--- src/rtl/ram_arbiter_if.sv ---
// Requester, arbiter and RAM-side signals of ram_arbiter.
// err0/err1 exist only when RAM_ARB_ADDR_CHECK_EN is defined.
interface ram_arbiter_if #(
  parameter int unsigned N_BITS = 64,
  parameter int unsigned ADDR_W = 20
);
  logic              req0;
  logic              req1;
  logic              we0;
  logic              we1;
  logic [ADDR_W-1:0] addr0;
  logic [ADDR_W-1:0] addr1;
  logic [N_BITS-1:0] wdata0;
  logic [N_BITS-1:0] wdata1;
  logic              gnt0;
  logic              gnt1;
  logic              done0;
  logic              done1;
  logic [N_BITS-1:0] rdata;
  logic              ram_rw;
  logic [ADDR_W-1:0] ram_addr;
  logic [N_BITS-1:0] ram_wdata;
  logic [N_BITS-1:0] ram_rdata;
`ifdef RAM_ARB_ADDR_CHECK_EN
  logic              err0;
  logic              err1;
`endif

  modport slave (
    input  req0, req1, we0, we1, addr0, addr1, wdata0, wdata1, ram_rdata,
`ifdef RAM_ARB_ADDR_CHECK_EN
    output err0, err1,
`endif
    output gnt0, gnt1, done0, done1, rdata, ram_rw, ram_addr, ram_wdata
  );

  modport master (
    output req0, req1, we0, we1, addr0, addr1, wdata0, wdata1, ram_rdata,
`ifdef RAM_ARB_ADDR_CHECK_EN
    input  err0, err1,
`endif
    input  gnt0, gnt1, done0, done1, rdata, ram_rw, ram_addr, ram_wdata
  );
endinterface

--- src/rtl/ram_arbiter.sv ---
// Round-robin arbiter sharing one single-port synchronous RAM between two requesters.
// Optional address range check: define RAM_ARB_ADDR_CHECK_EN.
module ram_arbiter #(
  parameter int unsigned N_BITS = 64,
  parameter int unsigned ADDR_W = 20,
  parameter int unsigned SIZE_N = 8
) (
  input  logic          clk,
  input  logic          reset,
  ram_arbiter_if.slave  bus
);

  typedef enum logic [1:0] {S_IDLE, S_ACCESS, S_RESP} state_e;

  typedef struct packed {
    logic              we;
    logic [ADDR_W-1:0] addr;
    logic [N_BITS-1:0] wdata;
  } cmd_t;

  if (SIZE_N < 1) begin : g_bad_size
    $error("ram_arbiter: SIZE_N must be at least 1");
  end

  state_e            state_q, state_d;
  logic              id_q, id_d;
  logic              last_gnt_q, last_gnt_d;
  logic              ram_rw_q, ram_rw_d;
  logic [ADDR_W-1:0] ram_addr_q, ram_addr_d;
  logic [N_BITS-1:0] ram_wdata_q, ram_wdata_d;
  logic              done0_q, done0_d;
  logic              done1_q, done1_d;
  logic              err_q, err_d;
  logic              winner;
  logic              addr_bad;
  logic              gnt0_c, gnt1_c;
  cmd_t              sel_cmd;

  always_ff @(posedge clk) begin
    if (reset) begin
      state_q     <= S_IDLE;
      id_q        <= 1'b0;
      last_gnt_q  <= 1'b1;
      ram_rw_q    <= 1'b0;
      ram_addr_q  <= '0;
      ram_wdata_q <= '0;
      done0_q     <= 1'b0;
      done1_q     <= 1'b0;
      err_q       <= 1'b0;
    end else begin
      state_q     <= state_d;
      id_q        <= id_d;
      last_gnt_q  <= last_gnt_d;
      ram_rw_q    <= ram_rw_d;
      ram_addr_q  <= ram_addr_d;
      ram_wdata_q <= ram_wdata_d;
      done0_q     <= done0_d;
      done1_q     <= done1_d;
      err_q       <= err_d;
    end
  end

  always_comb begin
    state_d     = state_q;
    id_d        = id_q;
    last_gnt_d  = last_gnt_q;
    ram_rw_d    = ram_rw_q;
    ram_addr_d  = ram_addr_q;
    ram_wdata_d = ram_wdata_q;
    done0_d     = 1'b0;
    done1_d     = 1'b0;
    err_d       = err_q;
    gnt0_c      = 1'b0;
    gnt1_c      = 1'b0;

    // Port 1 wins when alone, or on a tie when port 0 was granted last.
    winner = bus.req1 & (~bus.req0 | ~last_gnt_q);

    sel_cmd.we    = winner ? bus.we1    : bus.we0;
    sel_cmd.addr  = winner ? bus.addr1  : bus.addr0;
    sel_cmd.wdata = winner ? bus.wdata1 : bus.wdata0;

`ifdef RAM_ARB_ADDR_CHECK_EN
    addr_bad = (sel_cmd.addr >= ADDR_W'(SIZE_N));
`else
    addr_bad = 1'b0;
`endif

    unique case (state_q)
      S_IDLE: begin
        if (bus.req0 || bus.req1) begin
          gnt0_c      = ~winner;
          gnt1_c      = winner;
          id_d        = winner;
          last_gnt_d  = winner;
          ram_rw_d    = sel_cmd.we & ~addr_bad;
          ram_addr_d  = sel_cmd.addr;
          ram_wdata_d = sel_cmd.wdata;
          err_d       = addr_bad;
          state_d     = S_ACCESS;
        end
      end
      S_ACCESS: begin
        ram_rw_d = 1'b0;
        done0_d  = ~id_q;
        done1_d  = id_q;
        state_d  = S_RESP;
      end
      S_RESP: begin
        state_d = S_IDLE;
      end
      default: begin
        state_d = S_IDLE;
      end
    endcase
  end

  assign bus.gnt0      = gnt0_c;
  assign bus.gnt1      = gnt1_c;
  assign bus.done0     = done0_q;
  assign bus.done1     = done1_q;
  assign bus.ram_rw    = ram_rw_q;
  assign bus.ram_addr  = ram_addr_q;
  assign bus.ram_wdata = ram_wdata_q;

  // RAM read data is forwarded only during the response cycle of a valid access.
  assign bus.rdata = ((state_q == S_RESP) && !err_q) ? bus.ram_rdata : '0;

`ifdef RAM_ARB_ADDR_CHECK_EN
  assign bus.err0 = done0_q & err_q;
  assign bus.err1 = done1_q & err_q;
`endif

endmodule
--- src/flat_wrapper.sv ---
// flat-port wrapper written by rule: the top's interface ports become plain ports
module ram_arbiter_flat 
#(
  parameter int unsigned N_BITS = 64,
  parameter int unsigned ADDR_W = 20,
  parameter int unsigned SIZE_N = 8
)
  (clk, reset, bus_req0, bus_req1, bus_we0, bus_we1, bus_addr0, bus_addr1, bus_wdata0, bus_wdata1, bus_ram_rdata, bus_gnt0, bus_gnt1, bus_done0, bus_done1, bus_rdata, bus_ram_rw, bus_ram_addr, bus_ram_wdata);
  ram_arbiter_if #(.N_BITS(N_BITS), .ADDR_W(ADDR_W)) bus_i ();
  input  logic clk;
  input  logic reset;
  input wire logic [$bits(bus_i.req0)-1:0] bus_req0;
  input wire logic [$bits(bus_i.req1)-1:0] bus_req1;
  input wire logic [$bits(bus_i.we0)-1:0] bus_we0;
  input wire logic [$bits(bus_i.we1)-1:0] bus_we1;
  input wire logic [$bits(bus_i.addr0)-1:0] bus_addr0;
  input wire logic [$bits(bus_i.addr1)-1:0] bus_addr1;
  input wire logic [$bits(bus_i.wdata0)-1:0] bus_wdata0;
  input wire logic [$bits(bus_i.wdata1)-1:0] bus_wdata1;
  input wire logic [$bits(bus_i.ram_rdata)-1:0] bus_ram_rdata;
  output wire logic [$bits(bus_i.gnt0)-1:0] bus_gnt0;
  output wire logic [$bits(bus_i.gnt1)-1:0] bus_gnt1;
  output wire logic [$bits(bus_i.done0)-1:0] bus_done0;
  output wire logic [$bits(bus_i.done1)-1:0] bus_done1;
  output wire logic [$bits(bus_i.rdata)-1:0] bus_rdata;
  output wire logic [$bits(bus_i.ram_rw)-1:0] bus_ram_rw;
  output wire logic [$bits(bus_i.ram_addr)-1:0] bus_ram_addr;
  output wire logic [$bits(bus_i.ram_wdata)-1:0] bus_ram_wdata;
  assign bus_i.req0 = bus_req0;
  assign bus_i.req1 = bus_req1;
  assign bus_i.we0 = bus_we0;
  assign bus_i.we1 = bus_we1;
  assign bus_i.addr0 = bus_addr0;
  assign bus_i.addr1 = bus_addr1;
  assign bus_i.wdata0 = bus_wdata0;
  assign bus_i.wdata1 = bus_wdata1;
  assign bus_i.ram_rdata = bus_ram_rdata;
  assign bus_gnt0 = bus_i.gnt0;
  assign bus_gnt1 = bus_i.gnt1;
  assign bus_done0 = bus_i.done0;
  assign bus_done1 = bus_i.done1;
  assign bus_rdata = bus_i.rdata;
  assign bus_ram_rw = bus_i.ram_rw;
  assign bus_ram_addr = bus_i.ram_addr;
  assign bus_ram_wdata = bus_i.ram_wdata;
  ram_arbiter #(.N_BITS(N_BITS), .ADDR_W(ADDR_W), .SIZE_N(SIZE_N)) u_core (.clk(clk), .reset(reset), .bus(bus_i));
endmodule
--- config.mk ---
export PLATFORM = sky130hd
export DESIGN_NAME = ram_arbiter_flat
export DESIGN_NICKNAME = d
export VERILOG_FILES = /design/src/rtl/ram_arbiter_if.sv /design/src/rtl/ram_arbiter.sv /design/src/flat_wrapper.sv
export SDC_FILE = /design/constraint.sdc
export NUM_CORES = 1
export LEC_CHECK = 0
export ABC_AREA = 1
export ABC_CLOCK_PERIOD_IN_PS = 1400
export CORE_AREA = 2 2 152 154
export DETAILED_ROUTE_END_ITERATION = 8
export DIE_AREA = 0 0 154 156
export GPL_ROUTABILITY_DRIVEN = 0
export SYNTH_ARGS = -nofsm -noshare
export SYNTH_HDL_FRONTEND = slang
export SYNTH_SLANG_ARGS = --single-unit
--- constraint.sdc ---
create_clock -name clk -period 1.4 [get_ports clk]
set_clock_uncertainty 0.15 [all_clocks]
set_input_delay 0.14 -clock clk [delete_from_list [all_inputs] [get_ports clk]]
set_output_delay 0.14 -clock clk [all_outputs]
set_load 0.02 [all_outputs]
Word-level counts from Yosys, hierarchy flattened:

Cells that the tools add are included.

* register bits after elaboration: 91
* latch bits: 0
* memory bits (writable): 0
* ROM bits: 0
* bits of input ports: 238
* output and inout bits: 153
* logic and storage cells: 36
* memories: 0

* add/sub/neg operators: 0
* multipliers: 0
* divide/modulo/power cells: 0
* order comparisons: 0
* equality and inequality tests: 3
* shifts and indexed selects: 0
* mux-type cells: 12
* bitwise gates (word level): 7
* reduce and logical (&&, ||, !) cells: 6

Operators by type and width (count)
* $mux 64: 2
* $mux 20: 1
* $mux 1: 6
* $not 1->1: 5
* $pmux 2 s2: 1
* $reduce_and 2->1: 2
* $eq 2x1->1 const B: 1
* $eq 2x2->1 const B: 1
* $logic_not 2->1: 1
* $mux 2: 1
* $ne 2x1->1 const B: 1
* $pmux 1 s2: 1
* $reduce_bool 2->1: 1
* $reduce_or 2->1: 1
* $and 1x1->1: 1
* $logic_or 1x1->1: 1
* $or 1x1->1: 1

Logic depth before layout (Yosys ltp):

* depth in word-level cells: 6
* mapped depth: 8
* depth with buffers taken out: 6

Worst setup path after synthesis:

Ideal clock, no wire load.

* kind: reg2out
* start: register u_core.state_q[1]
* end: output bus_gnt0
* data arrival time: 1.120 ns
* setup slack: -0.010 ns
* cell stages (with the launch flop): 5
* path through: dfxtp_1 nor2_1 o21ai_4 clkbuf_1 nor2_1

* longest elaborated chain between the ends: 2

Ends and longest elaborated chain
* start, declared: RTL line ram_arbiter.sv:25 `state_e state_q, state_d;`
* start signal, assigned: RTL line ram_arbiter.sv:51 `state_q <= state_d;`
* $logic_not 2->1: RTL line ram_arbiter.sv:89 `unique case (state_q)`
* $mux 1: RTL line ram_arbiter.sv:89
* end, declared: RTL line flat_wrapper.sv:21 `output wire logic [$bits(bus_i.gnt0)-1:0] bus_gnt0;`

Every way passes these cells.

Worst setup path in the final report:

* start: register u_core.state_q[0]
* end: output bus_rdata[58]

* longest elaborated chain between the ends: 2

Ends and longest elaborated chain
* $eq 2x2->1: RTL line ram_arbiter.sv:127 `assign bus.rdata = ((state_q == S_RESP) && !err_q) ? bus.ram_rdata : '0;`
* $mux 64: RTL line ram_arbiter.sv:127
* end, declared: RTL line flat_wrapper.sv:25 `output wire logic [$bits(bus_i.rdata)-1:0] bus_rdata;`

Every way passes these cells.

==> impl_metrics.tcl <==
set metrics [dict create \
    fin_ws_ps -268 \
    ctsHtreeMaxLevel 3 \
    drc 0 \
    clockBufferDepth 2 \
    ys_types 17 \
    start_util_pct 22.1 \
    synth_top_area_cell "dfxtp_1" \
    p_leak_nw 5.41 \
    period_share_pct 119 \
    cts_tree "built" \
    critPathLaunchType "register" \
    crit_path_top_delay_cell "dfxtp_4" \
    grt_pass1_vias 6166 \
    clk_pin_slew_ps 70 \
    end_kind "primary output" \
    synth_top_family_by_area "simple AND/OR/NAND/NOR gates" \
    maxCapViolations 0 \
    vias 6780 \
    cp_max_fo 16 \
    synth_seq_cells 91 \
    hold_buffers 0 \
    tightest_slew_ps 482 \
    synthAdderAreaFrac_pct 0 \
    cts-buffers-inserted 9 \
    synth_top_area_share_pct 36.8 \
    synth_area_um2 4950 \
    cts.sinks 91 \
    post-dp-hpwl_mm 16.7 \
    synth_fp_nets 1052 \
    grt_pass1_wl_mm 35.3 \
    area_growth_pct 129 \
    hold_violations 0 \
    drt_pre_antenna_iters 4 \
    first_iter_violations 376 \
    ios 391 \
    synthTopCellsByArea "dfxtp_1 37%, nand2_1 22%, a21oi_1 8.8%" \
    min_period_ps 1670 \
    syn_inst 814 \
    die-width_um 154 \
    wl_per_cell_um 17.7 \
    synth-edff-count 0 \
    cp.required_ps 1110 \
    cts_root_buf "clkbuf_16" \
    fmax_mhz 599 \
    ys.flop_type "dfxtp_1" \
    path_buf_inv 3 \
    avgSynthCellArea_um2 6.08 \
    dieArea_um2 24000 \
    synth_common_cells "293 x nand2_1, 94 x inv_1, 91 x dfxtp_1, 87 x a21oi_1, 86 x nand3_1" \
    synth.most_common_cell "nand2_1" \
    path_class "reg -> out" \
    rsz0062_at_grt "true" \
    antenna_found_initial 2 \
    vias_per_cell 4.49 \
    final_layout_size_suffix_gt1_share_pct 29.1 \
    port_buffers 390 \
    peakVddDrop_mv 0.445 \
    synth_warnings 0 \
    max_slew_margin_pct 67.9 \
    synthArstFlopShare_pct 0 \
    grt_max_degree 53 \
    tns_ps -20290 \
    antenna_left 0 \
    synth_compound_area_share_pct 9.13 \
    grt.overflow.total 0 \
    min-delay-path-class "in -> reg" \
    slew_viol_final 0 \
    grt_usage_pct 18.9 \
    die_h_um 156 \
    synthSimpleGateAreaFrac_pct 40.7 \
    insertion_delay_ps 350 \
    muxShareOfSynthArea_pct 0 \
    path_cells "inv_6 > nand2_8 > clkbuf_16 > nor2_1 > buf_4" \
    critical_path_arrival_ps 1380 \
    synth-xor-area-share_pct 0 \
    powerDensity_nw_per_um2 836 \
    crit_family "buffers and inverters" \
    power_mw 9.46 \
    wl_mm 26.7 \
    max_stage_delay_ps 370 \
    seq_area_frac_synth_pct 36.8 \
    status "finished, violations left" \
    core_um2 22400 \
    rows 55 \
    violations "setup timing" \
    nNetsFinal 1457 \
    finalSetupViolCount 144 \
]
-- layout by cell type (no fill, tap or decap), drive strengths merged --
cell / n
a21oi: 87
buf: 123
bufinv: 1
clkbuf: 22
clkdlybuf4s15: 4
clkdlybuf4s50: 234
clkinv: 1
clkinvlp: 2
dfxtp: 91
diode: 1
dlygate4sd2: 83
dlymetal6s2s: 1
inv: 95
nand2: 295
nand3: 86
nand3b: 26
nor2: 70
nor3: 1
nor3b: 1
o21ai: 1
-- layout make-up --
cell class	count	area, um^2
flip-flops and latches	91	1830
clock buffers	11	233
diodes	1	2.50
well taps	285	357
fillers	2205	11000
clock inverters	5	61.3
inverters	94	360
repair buffers	456	4950
multi-input cells	567	3520
-- path summary, 6_finish.rpt --
| kind | start | endpoint | slack, ps | cells past startpoint |
|---|---|---|---|---|
| worst max-delay path | u_core.state_q[0]$_SDFFE_PP0P_ | bus_rdata[58] | -270 | 5 |
| worst min-delay path | reset | u_core.bus.ram_addr[1]$_SDFFE_PP0P_ | 80 | 2 |
| worst max register to register | u_core.state_q[0]$_SDFFE_PP0P_ | u_core.bus.ram_wdata[7]$_SDFFE_PP0P_ | -130 | 9 |
| worst min register to register | u_core.id_q$_SDFFE_PP0P_ | u_core.bus.done0$_SDFF_PP0_ | 300 | 1 |
-- cells by family after synthesis --
family | count (synthesis)
AO/OA/AOI/OAI | 88
AND/OR/NAND/NOR | 479
flip-flops | 91
buffers and inverters | 156
-- sequential cells by signal (all words and copies together) (netlist names) --
| name | flops |
|---|---|
| u_core.bus.done0 | 1 |
| u_core.state_q | 2 |
| u_core.id_q | 1 |
| u_core.bus.ram_wdata | 64 |
| u_core.bus.ram_rw | 1 |
| u_core.last_gnt_q | 1 |
| u_core.bus.done1 | 1 |
| u_core.bus.ram_addr | 20 |
-- where the power goes --
part,switching (mW),total (mW),leakage (nW),internal (mW)
Clock,1.09,2.49,0.138,1.40
Sequential,0.128,2.96,0.751,2.83
Combinational,2.03,4.01,4.52,1.98
-- stage by stage --
stage	utilization [%]	cell area, um^2	hold WS (ps)	instances	setup slack (ps)
after floorplan	-	4950	214	814	68.9
after global placement	42.0	9400	280	1465	-508
after detailed placement	42.0	9400	286	1465	-506
after CTS	44.8	10000	41.6	1492	-237
after global routing	50.6	11300	83.7	1510	-315
final	50.6	11300	78.9	1510	-268
-- what timing repair did --
action                     CTS  global route
setup endpoints to repair  227           156
cloned                       8            14
resized for setup          524           249
buffers inserted             3             4
hold endpoints to repair     0             0
pin swaps                    5           145
-- per-layer routing --
| layer | GRT usage, % | up-vias | share of wire, % | wire length, um |
|---|---|---|---|---|
| met4 | 6.63 | 2 | 2.5 | 666 |
| li1 | - | 3325 | - | - |
| met2 | 35.6 | 266 | 52 | 13900 |
| met3 | 4.97 | 38 | 8.0 | 2140 |
| met5 | 0 | - | 0.045 | 12 |
| met1 | 20.4 | 3149 | 37 | 9970 |
Power figures use the tool's default switching activity.
